[config.mk]
export PLATFORM = sky130hd
export DESIGN_NAME = tour_move_seq
export DESIGN_NICKNAME = d
export VERILOG_FILES = /design/src/rtl/tour_move_seq.sv
export SDC_FILE = /design/constraint.sdc
export NUM_CORES = 1
export LEC_CHECK = 0
export CORE_MARGIN = 8
export CORE_UTILIZATION = 40
export CTS_BUF_LIST = sky130_fd_sc_hd__clkbuf_2
export DETAILED_ROUTE_END_ITERATION = 8
export HOLD_SLACK_MARGIN = 0.12
export PLACE_DENSITY = 0.71
export SLEW_MARGIN = 20
export SYNTH_ARGS = -nofsm -noshare
export SYNTH_HDL_FRONTEND = slang
export SYNTH_SLANG_ARGS = --single-unit
[constraint.sdc]
create_clock -name clk -period 1.3 [get_ports clk]
set_input_delay 0.13 -clock clk [delete_from_list [all_inputs] [get_ports clk]]
set_output_delay 0.13 -clock clk [all_outputs]
set_load 0.05 [all_outputs]
[src/rtl/tour_move_seq.sv]
// Knight's Tour move sequencer: turns each one-hot L-move from the solution
// store into a vertical then a horizontal motion cmd, with rdy/clr handshake.
module tour_move_seq #(
  parameter int          NUM_MOVES = 24,
  parameter logic [3:0]  MV_OPC    = 4'h2,
  parameter logic [3:0]  FAN_OPC   = 4'h3
) (
  input  logic        clk,
  input  logic        rst,
  input  logic        start_tour,
  input  logic [7:0]  move,
  input  logic        clr_cmd_rdy,
  input  logic        send_resp,
  output logic [4:0]  mv_indx,
  output logic [15:0] cmd,
  output logic        cmd_rdy,
  output logic        busy,
  output logic        tour_done,
  output logic        mv_err
);

  localparam logic [7:0] HDG_N = 8'h00;
  localparam logic [7:0] HDG_W = 8'h3F;
  localparam logic [7:0] HDG_S = 8'h7F;
  localparam logic [7:0] HDG_E = 8'hBF;
  localparam logic [4:0] LAST_IDX = 5'(NUM_MOVES - 1);

  typedef enum logic [1:0] {IDLE, CHK, WAIT_V, WAIT_H} state_t;

  state_t      state, state_nxt;
  logic [4:0]  mv_indx_nxt;
  logic [15:0] cmd_nxt, h_cmd, h_cmd_nxt;
  logic        cmd_rdy_nxt, tour_done_nxt, mv_err_nxt;
  logic        one_hot;
  logic [15:0] v_dec, h_dec;

  // Decode the one-hot move into both leg commands; anything else is illegal.
  always_comb begin
    one_hot = 1'b1;
    v_dec   = '0;
    h_dec   = '0;
    case (move)
      8'h01:   begin v_dec = {MV_OPC, HDG_N, 4'd2}; h_dec = {FAN_OPC, HDG_E, 4'd1}; end
      8'h02:   begin v_dec = {MV_OPC, HDG_N, 4'd2}; h_dec = {FAN_OPC, HDG_W, 4'd1}; end
      8'h04:   begin v_dec = {MV_OPC, HDG_N, 4'd1}; h_dec = {FAN_OPC, HDG_W, 4'd2}; end
      8'h08:   begin v_dec = {MV_OPC, HDG_S, 4'd1}; h_dec = {FAN_OPC, HDG_W, 4'd2}; end
      8'h10:   begin v_dec = {MV_OPC, HDG_S, 4'd2}; h_dec = {FAN_OPC, HDG_W, 4'd1}; end
      8'h20:   begin v_dec = {MV_OPC, HDG_S, 4'd2}; h_dec = {FAN_OPC, HDG_E, 4'd1}; end
      8'h40:   begin v_dec = {MV_OPC, HDG_S, 4'd1}; h_dec = {FAN_OPC, HDG_E, 4'd2}; end
      8'h80:   begin v_dec = {MV_OPC, HDG_N, 4'd1}; h_dec = {FAN_OPC, HDG_E, 4'd2}; end
      default: one_hot = 1'b0;
    endcase
  end

  always_comb begin
    state_nxt     = state;
    mv_indx_nxt   = mv_indx;
    cmd_nxt       = cmd;
    h_cmd_nxt     = h_cmd;
    cmd_rdy_nxt   = cmd_rdy;
    tour_done_nxt = 1'b0;
    mv_err_nxt    = 1'b0;
    case (state)
      IDLE: begin
        if (start_tour) begin
          mv_indx_nxt = '0;
          state_nxt   = CHK;
        end
      end
      CHK: begin
        if (one_hot) begin
          cmd_nxt     = v_dec;
          h_cmd_nxt   = h_dec;
          cmd_rdy_nxt = 1'b1;
          state_nxt   = WAIT_V;
        end else begin
          mv_err_nxt = 1'b1;
          state_nxt  = IDLE;
        end
      end
      WAIT_V: begin
        // A leg-complete pulse only counts once the cmd has been consumed.
        if (send_resp && !cmd_rdy) begin
          cmd_nxt     = h_cmd;
          cmd_rdy_nxt = 1'b1;
          state_nxt   = WAIT_H;
        end else if (clr_cmd_rdy) begin
          cmd_rdy_nxt = 1'b0;
        end
      end
      WAIT_H: begin
        if (send_resp && !cmd_rdy) begin
          if (mv_indx == LAST_IDX) begin
            tour_done_nxt = 1'b1;
            state_nxt     = IDLE;
          end else begin
            mv_indx_nxt = mv_indx + 5'd1;
            state_nxt   = CHK;
          end
        end else if (clr_cmd_rdy) begin
          cmd_rdy_nxt = 1'b0;
        end
      end
      default: state_nxt = IDLE;
    endcase
  end

  always_ff @(posedge clk) begin
    if (rst) begin
      state     <= IDLE;
      mv_indx   <= '0;
      cmd       <= '0;
      h_cmd     <= '0;
      cmd_rdy   <= 1'b0;
      tour_done <= 1'b0;
      mv_err    <= 1'b0;
    end else begin
      state     <= state_nxt;
      mv_indx   <= mv_indx_nxt;
      cmd       <= cmd_nxt;
      h_cmd     <= h_cmd_nxt;
      cmd_rdy   <= cmd_rdy_nxt;
      tour_done <= tour_done_nxt;
      mv_err    <= mv_err_nxt;
    end
  end

  assign busy = (state != IDLE);

endmodule

==> results.rst, run 1 <==
.. list-table::
   :header-rows: 1

   * - Metric
     - Value
   * - Dominant cell type by area after synthesis
     - sky130_fd_sc_hd__dfxtp_1
   * - Cell with the most instances after synthesis
     - sky130_fd_sc_hd__dfxtp_1
   * - Initial antenna violation count
     - 0
   * - Post-synth design cell area
     - approximately 1300 µm²
   * - Number of instances in the synthesized netlist
     - 158
   * - Category of the worst setup path capture point
     - register
   * - Maximum ir drop on the vdd rail
     - 0.404 mV
   * - Diode count
     - 0
   * - Number of placement rows
     - 20
   * - Main synth FF type
     - sky130_fd_sc_hd__dfxtp_1
   * - Kind of path behind the tightest hold check
     - in2reg
   * - Slew Viols, Final
     - 0
   * - PortBufs
     - 33
   * - Die width
     - around 72 µm
   * - Most numerous cell types in the synthesized netlist
     - sky130_fd_sc_hd__dfxtp_1, sky130_fd_sc_hd__nand2_1, sky130_fd_sc_hd__nor2_1
   * - Total congestion overflow
     - 0
   * - Sequential area share after synthesis
     - 0.331
   * - Outcome
     - finished with violations
   * - Reg-to-Reg Start
     - mv_indx[1]
   * - Shortest clock period the worst path allows after layout
     - 1.52 ns
   * - Maximum buffer depth of the clock tree
     - 2
   * - Fraction of synthesized cell area taken by the top area cell type
     - 0.331
   * - DRC violations left
     - 1
   * - Pin count of the biggest net entering global routing
     - 17
   * - Failing checks
     - design-rule violations, negative setup slack
   * - Maximum clock skew at final layout
     - 0.0106 ns
   * - Number of buffers added by the clock tree synthesis step
     - 3
   * - Maximum capacitance violations
     - 0
   * - Effective utilization at floorplan
     - 0.419
   * - Final Hold Vio Count
     - 0
   * - Type of the worst setup path
     - reg2reg
   * - Vias per Instance
     - 5.71
   * - Reported leakage power
     - 0.000894 µW
   * - Later-pin clock latency in the skew report
     - between 0.3 and 0.4 ns
   * - Share of flip-flops with an asynchronous set or reset
     - 0
   * - Clock sink count
     - 21
   * - Fin nets
     - 236
   * - Via count of the first global-routing pass
     - 1415
   * - Average wire per cell in the routed design
     - 18.4 µm
   * - Vertical die dimension
     - 72.3 µm
   * - Worst path required time
     - 1.58 ns
   * - Detailed-placement wirelength estimate
     - 2970 µm
   * - Timing startpoint of the critical path
     - mv_indx[1]
   * - Ratio of cells with drive above 1 in the final layout
     - 0.538
   * - Setup crit start kind
     - register
   * - Total core area
     - 3030 µm²
   * - Logic depth of the worst register-to-register path
     - 6
   * - Worst-margin pin slew
     - 0.543 ns
   * - Number of library cell types mapped by synthesis
     - 44
   * - I/O pin count
     - 38
   * - Share of the clock period used by the worst path after layout
     - 1.17
   * - Critical path data arrival time
     - 1.80 ns
   * - Drt pass-1 iters
     - 6
   * - R2r setup slk
     - -0.22 ns
   * - TritonCTS clock tree
     - done
   * - Via count
     - approximately 1500
   * - Register clock-pin slew on the reported worst setup and hold paths
     - 0.21 ns
   * - Top cells by area, synth
     - sky130_fd_sc_hd__dfxtp_1, sky130_fd_sc_hd__nand2_1, sky130_fd_sc_hd__buf_4
   * - Fmax
     - 657 MHz
   * - Per-instance average area after synthesis
     - 8.04 µm²
   * - GR Util All Layers
     - 0.150
   * - Overall die area
     - between 5000 and 6000 µm²
   * - Power per Cell Area
     - 566 nW/µm²
   * - Post-detailed-routing wire length
     - 4870 µm
   * - Crit Reg-Reg Endpoint
     - mv_indx[0]
   * - Synthesis-to-finish area growth
     - 83.6%
   * - Number of warnings reported in the yosys synthesis log
     - 0
   * - Drt first-iter violations
     - ~110
   * - Number of flops mapped to enable cells by yosys
     - 0
   * - Final critical-path setup slack
     - -0.222 ns
   * - Unrepaired setup endpoints after global routing
     - yes
   * - Setup violators final
     - 12
   * - Antenna Nets Post-Route
     - 0
   * - Worst slew margin relative to its limit
     - 0.636
   * - Core utilization of the finished layout
     - 0.770
   * - CP endpoint
     - mv_indx[0]
   * - CTS H-Tree Depth
     - 1
   * - Global placer's final weighted congestion
     - 0.802
   * - Wire length of the first global-routing pass
     - 6400 µm
   * - Worst-path maximum fanout
     - 8
   * - Number of hold-repair buffers added at the cts stage
     - 0
   * - Clock tree root driver cell
     - sky130_fd_sc_hd__clkbuf_2
   * - Synthesis-stage register bit count
     - 21
   * - Worst setup slack before clock tree synthesis
     - -0.598 ns
-- worst min-delay path by stage --
stage | from | to | slack [ns] | cells after the start
after floorplan | start_tour | state[0] | 0.30 | 2
after global placement | h_cmd[0] | h_cmd[0] | 0.44 | 2
after detailed placement | h_cmd[1] | h_cmd[1] | 0.45 | 2
after CTS | move[1] | h_cmd[11] | 0.28 | 4
after global routing | move[2] | h_cmd[11] | 0.24 | 5
final | move[2] | h_cmd[11] | 0.27 | 5
-- cell type report --
cell class	count	area, µm²
fillers	185	696
multi-input cells	123	973
clock buffers	4	20.0
flip-flops and latches	21	443
repair buffers	72	837
well taps	44	55.1
inverters	1	3.75
-- per-layer routing --
metal	track usage	vias to the layer above	routed length, µm
met1	0.152	719	1780
met2	0.290	91	2540
met3	0.0207	24	321
li1	-	680	-
met5	0	-	0
met4	0.0726	0	228
-- logic make-up (layout without fill, tap and decap cells) --
family                     Yosys count  in the layout  share of synthesized area
and+or+nand+nor                     72             72                      0.295
AOI/OAI and AO/OA                   40             40                      0.230
DFF                                 21             21                      0.331
buffers and inverters               17             77                     0.0896
xor gates and xnor gates             5              5                     0.0345
adders and majority gates            1              1                    0.00985
other                                1              4                    0.00295
muxes                                1              1                    0.00788
-- flip-flops by register name, indices dropped and copies added (netlist names), named ones only --
register	flops
state	1
tour_done	1
h_cmd	4
cmd	7
mv_indx	5
cmd_rdy	1
mv_err	1
-- placed cells by master, fill, tap and decap left out, drive strengths merged, types with 3 or more instances in the layout --
cell	netlist	routed
clkdlybuf4s50	0	4
conb	1	4
a21oi	12	12
nor3	3	3
o21ai	11	11
buf	13	60
nor2b	7	7
dfxtp	21	21
nor2	16	16
or3	4	4
xor2	4	4
nand3	6	6
a31oi	3	3
nor3b	3	3
a221oi	4	4
clkbuf	3	9
nand2	21	21
-- critical path, stage by stage (launching register included) --
cell                       delay (ns)
sky130_fd_sc_hd__dfxtp_4         0.41
sky130_fd_sc_hd__ha_4            0.14
sky130_fd_sc_hd__nand4b_1        0.19
sky130_fd_sc_hd__a41oi_4         0.32
sky130_fd_sc_hd__buf_6           0.15
sky130_fd_sc_hd__mux2i_1         0.18
sky130_fd_sc_hd__nor2_1          0.05
-- stage by stage --
stage                     instances  total power, µW  hold WS (ns)  instance area, µm²  TNS, ns
after floorplan                 161              830         0.301                1330   -0.707
after global placement          248              938         0.445                2010    -7.33
after detailed placement        248              948         0.451                2010    -8.66
after CTS                       257             1230         0.276                2140   -0.992
after global routing            265             1360         0.241                2330    -2.58
final                           265             1320         0.268                2330    -1.47
-- repair_timing --
item / in CTS / in global routing
resized for setup: 32 / 45
buffers inserted: 5 / 8
endpoints found under the setup margin: 22 / 20
pin swaps: 6 / 14
-- where the power goes --
part           internal (µW)  total [µW]  leakage [µW]  switching [µW]
sequential               641         648      0.000175            6.86
clock                   81.2         299     0.0000166             217
combinational            167         373      0.000703             206
total                    890        1320      0.000894             430
Power figures use the tool's default switching activity.
==> inputs of run 2 (changes only) <==
--- a/config.mk
+++ b/config.mk
@@ -10,7 +10,7 @@
 export CTS_BUF_LIST = sky130_fd_sc_hd__clkbuf_2
 export DETAILED_ROUTE_END_ITERATION = 8
 export HOLD_SLACK_MARGIN = 0.12
-export PLACE_DENSITY = 0.71
+export PLACE_DENSITY = 0.7
 export SLEW_MARGIN = 20
 export SYNTH_ARGS = -nofsm -noshare
 export SYNTH_HDL_FRONTEND = slang
==> constraint.sdc (replaced) <==
create_clock -name clk -period 1.3 [get_ports clk]
set_input_delay 0.26 -clock clk [delete_from_list [all_inputs] [get_ports clk]]
set_output_delay 0.26 -clock clk [all_outputs]
set_load 0.05 [all_outputs]
==> run 2 against run 1 <==
  * The run ends with negative setup slack left
  * Clock skew up 0.00062 ns
  * Sequential share of layout area down 2.0 points
  * Register-to-register slack worse by 0.03 ns
  * Critical endpoint is now tour_done
  * Largest cell class unchanged
  * Largest power group unchanged
  * Highest routed layer unchanged
==> results.rst, run 2 (synthesized netlist as in run 1, its figures left out) <==
.. list-table::
   :header-rows: 1

   * - Metric
     - Value
   * - CTS H-Tree Depth
     - 1 (unchanged)
   * - Synthesis-to-finish area growth
     - 106%
   * - Fin nets
     - 250 (+5.9%)
   * - PortBufs
     - 33 (unchanged)
   * - Reported leakage power
     - 0.000988 µW (+10%)
   * - Shortest clock period the worst path allows after layout
     - 1.56 ns (+0.0339 ns)
   * - Largest stage delay, worst path
     - 0.42 ns (about the same)
   * - Average wire per cell in the routed design
     - 20.1 µm (+9.3%)
   * - Antenna Nets Post-Route
     - 0 (unchanged)
   * - Number of hold-repair buffers added at the cts stage
     - 0 (unchanged)
   * - Most used cells in the layout excluding fill and tap cells
     - sky130_fd_sc_hd__buf_4, sky130_fd_sc_hd__buf_12, sky130_fd_sc_hd__buf_6
   * - Final critical-path setup slack
     - -0.256 ns (-0.0339 ns)
   * - Kind of path behind the tightest hold check
     - in2reg
   * - Failing checks
     - negative setup slack
   * - Maximum ir drop on the vdd rail
     - 0.334 mV (-17%)
   * - Drt pass-1 iters
     - 8 (+2)
   * - Total congestion overflow
     - 0 (unchanged)
   * - Setup violators final
     - 26 (+14)
   * - Share of the clock period used by the worst path after layout
     - 1.20 (+0.0260)
   * - Via count of the first global-routing pass
     - 1638 (+16%)
   * - Maximum buffer depth of the clock tree
     - 2 (unchanged)
   * - Gr busiest metal
     - met2
   * - Cell Chain, Critical Path
     - ha_4 -> nand4b_1 -> buf_4 -> or3b_4 -> nor3_2
   * - Vertical die dimension
     - 72.3 µm (unchanged)
   * - Clock sink count
     - 21 (unchanged)
   * - Wire length of the first global-routing pass
     - 7650 µm (+20%)
   * - Number of flip-flops in the largest register
     - 7 (unchanged)
   * - GR Util All Layers
     - 0.185 (+0.0349)
   * - Via count
     - 1582 (+4.5%)
   * - Setup crit start kind
     - register
   * - Setup TNS
     - -2.67 ns (-1.20 ns)
   * - Worst setup slack before clock tree synthesis
     - -0.829 ns (-0.231 ns)
   * - Core utilization of the finished layout
     - 0.862 (+0.0921)
   * - Met2 usage
     - 0.351 (+0.0612)
   * - Ratio of cells with drive above 1 in the final layout
     - 0.651 (+0.113)
   * - Maximum capacitance violations
     - 0 (unchanged)
   * - TritonCTS clock tree
     - done
   * - Worst path required time
     - 1.60 ns (+0.02 ns)
   * - Global placer's final weighted congestion
     - 0.780 (-2.8%)
   * - DRC violations left
     - 0 (-1)
   * - Die width
     - 72.3 µm (unchanged)
   * - Fmax
     - 643 MHz (-2.2%)
   * - Post-layout instance area
     - 2610 µm² (+12%)
   * - Later-pin clock latency in the skew report
     - 0.35 ns (about the same)
   * - Critical path data arrival time
     - 1.86 ns (+0.06 ns)
   * - Largest register by flop count
     - cmd
   * - Total core area
     - 3030 µm² (unchanged)
   * - Post-detailed-routing wire length
     - 5600 µm (+15%)
   * - Power per Cell Area
     - 525 nW/µm² (-7.3%)
   * - Detailed-placement wirelength estimate
     - 3100 µm (+4.6%)
   * - Clock tree root driver cell
     - sky130_fd_sc_hd__clkbuf_2
   * - Met3 usage
     - 0.0317 (+0.0110)
   * - Final Hold Vio Count
     - 0 (unchanged)
   * - Pin count of the biggest net entering global routing
     - 16 (-1)
   * - Unrepaired setup endpoints after global routing
     - yes
   * - Overall die area
     - 5230 µm² (unchanged)
   * - Registers with the highest flip-flop counts
     - cmd: 7 flops, mv_indx: 5 flops, h_cmd: 4 flops
   * - Most common cell after layout, fill and taps aside
     - sky130_fd_sc_hd__buf_4
   * - Maximum clock skew at final layout
     - 0.0112 ns (+0.000618 ns)
   * - Category of the worst setup path capture point
     - register
   * - Initial antenna violation count
     - 0 (unchanged)
   * - Number of placement rows
     - 20 (unchanged)
   * - Met1 Track Usage GR
     - 0.173 (+0.0210)
   * - Worst-path maximum fanout
     - 2 (-6)
   * - Effective utilization at floorplan
     - 0.419 (unchanged)
   * - Drt first-iter violations
     - 84 (-23%)
   * - Slew Viols, Final
     - 0 (unchanged)
   * - Vias per Instance
     - 5.67 (-0.75%)
   * - Number of buffers added by the clock tree synthesis step
     - 3 (unchanged)
   * - Type of the worst setup path
     - reg2reg
   * - Diode count
     - 0 (unchanged)
   * - Outcome
     - finished with violations
   * - Register clock-pin slew on the reported worst setup and hold paths
     - 0.24 ns (+0.03 ns)
   * - CP max stage cell
     - sky130_fd_sc_hd__dfxtp_4
   * - Instance area after placement
     - 2090 µm² (+3.7%)
   * - I/O pin count
     - 38 (unchanged)
run 2: per-stage QoR:
stage,hold slack [ns],power [µW],cells
floorplan,0.431,837,161
detailed placement,0.457,967,255
global placement,0.447,953,255
global route,0.267,1420,279
finish,0.270,1370,279
CTS,0.335,1290,267
run 2: critical path: cells and delay by family (launching register included):
family / cells / cell delay [ns]
buf+inv: 1 / 0.19
simple gates: 3 / 0.76
fa+ha+maj: 1 / 0.14
flops: 1 / 0.42
run 2: path summary, 6_finish.rpt:
check,startpoint,endpoint,slack (ns),depth (start not counted)
max,mv_indx[0],tour_done,-0.26,5
min,move[4],h_cmd[11],0.27,4
max reg2reg,mv_indx[0],tour_done,-0.26,5
min reg2reg,h_cmd[0],h_cmd[0],0.52,2
run 2: per-layer routing:
| metal | wire length [µm] | up-vias |
|---|---|---|
| met5 | 0 | - |
| met1 | 1990 | 742 |
| met3 | 342 | 34 |
| li1 | - | 716 |
| met2 | 2960 | 90 |
| met4 | 304 | 0 |
run 2: power breakdown:
part / internal (µW) / total [µW] / switching, µW
Combinational: 189 / 416 / 228
Clock: 69.7 / 306 / 237
Sequential: 643 / 648 / 4.97
Total: 901 / 1370 / 469
run 2: area by class of cell:
type                       instances  area, µm²
clock buffer                       3       15.0
clock inverter                     1       5.00
fill                             140        417
inverter                           1       3.75
multi-input combinational        123       1090
sequential                        21        444
tap                               44       55.1
timing repair buffer              86       1000
run 2: what timing repair did:
item / 4_1_cts / 5_1_grt
gates resized for setup: 72 / 48
endpoints found under the setup margin: 28 / 35
setup buffers: 8 / 13
pin swaps: 10 / 18
==> inputs of run 3 (changes only) <==
--- a/config.mk
+++ b/config.mk
@@ -8,7 +8,9 @@
 export CORE_MARGIN = 8
 export CORE_UTILIZATION = 40
 export CTS_BUF_LIST = sky130_fd_sc_hd__clkbuf_2
+export CTS_CLUSTER_DIAMETER = 120
 export DETAILED_ROUTE_END_ITERATION = 8
+export GPL_ROUTABILITY_DRIVEN = 1
 export HOLD_SLACK_MARGIN = 0.12
 export PLACE_DENSITY = 0.7
 export SLEW_MARGIN = 20
==> results of run 3 <==
The final DEF is identical to that of run 2; final timing and power are the same.
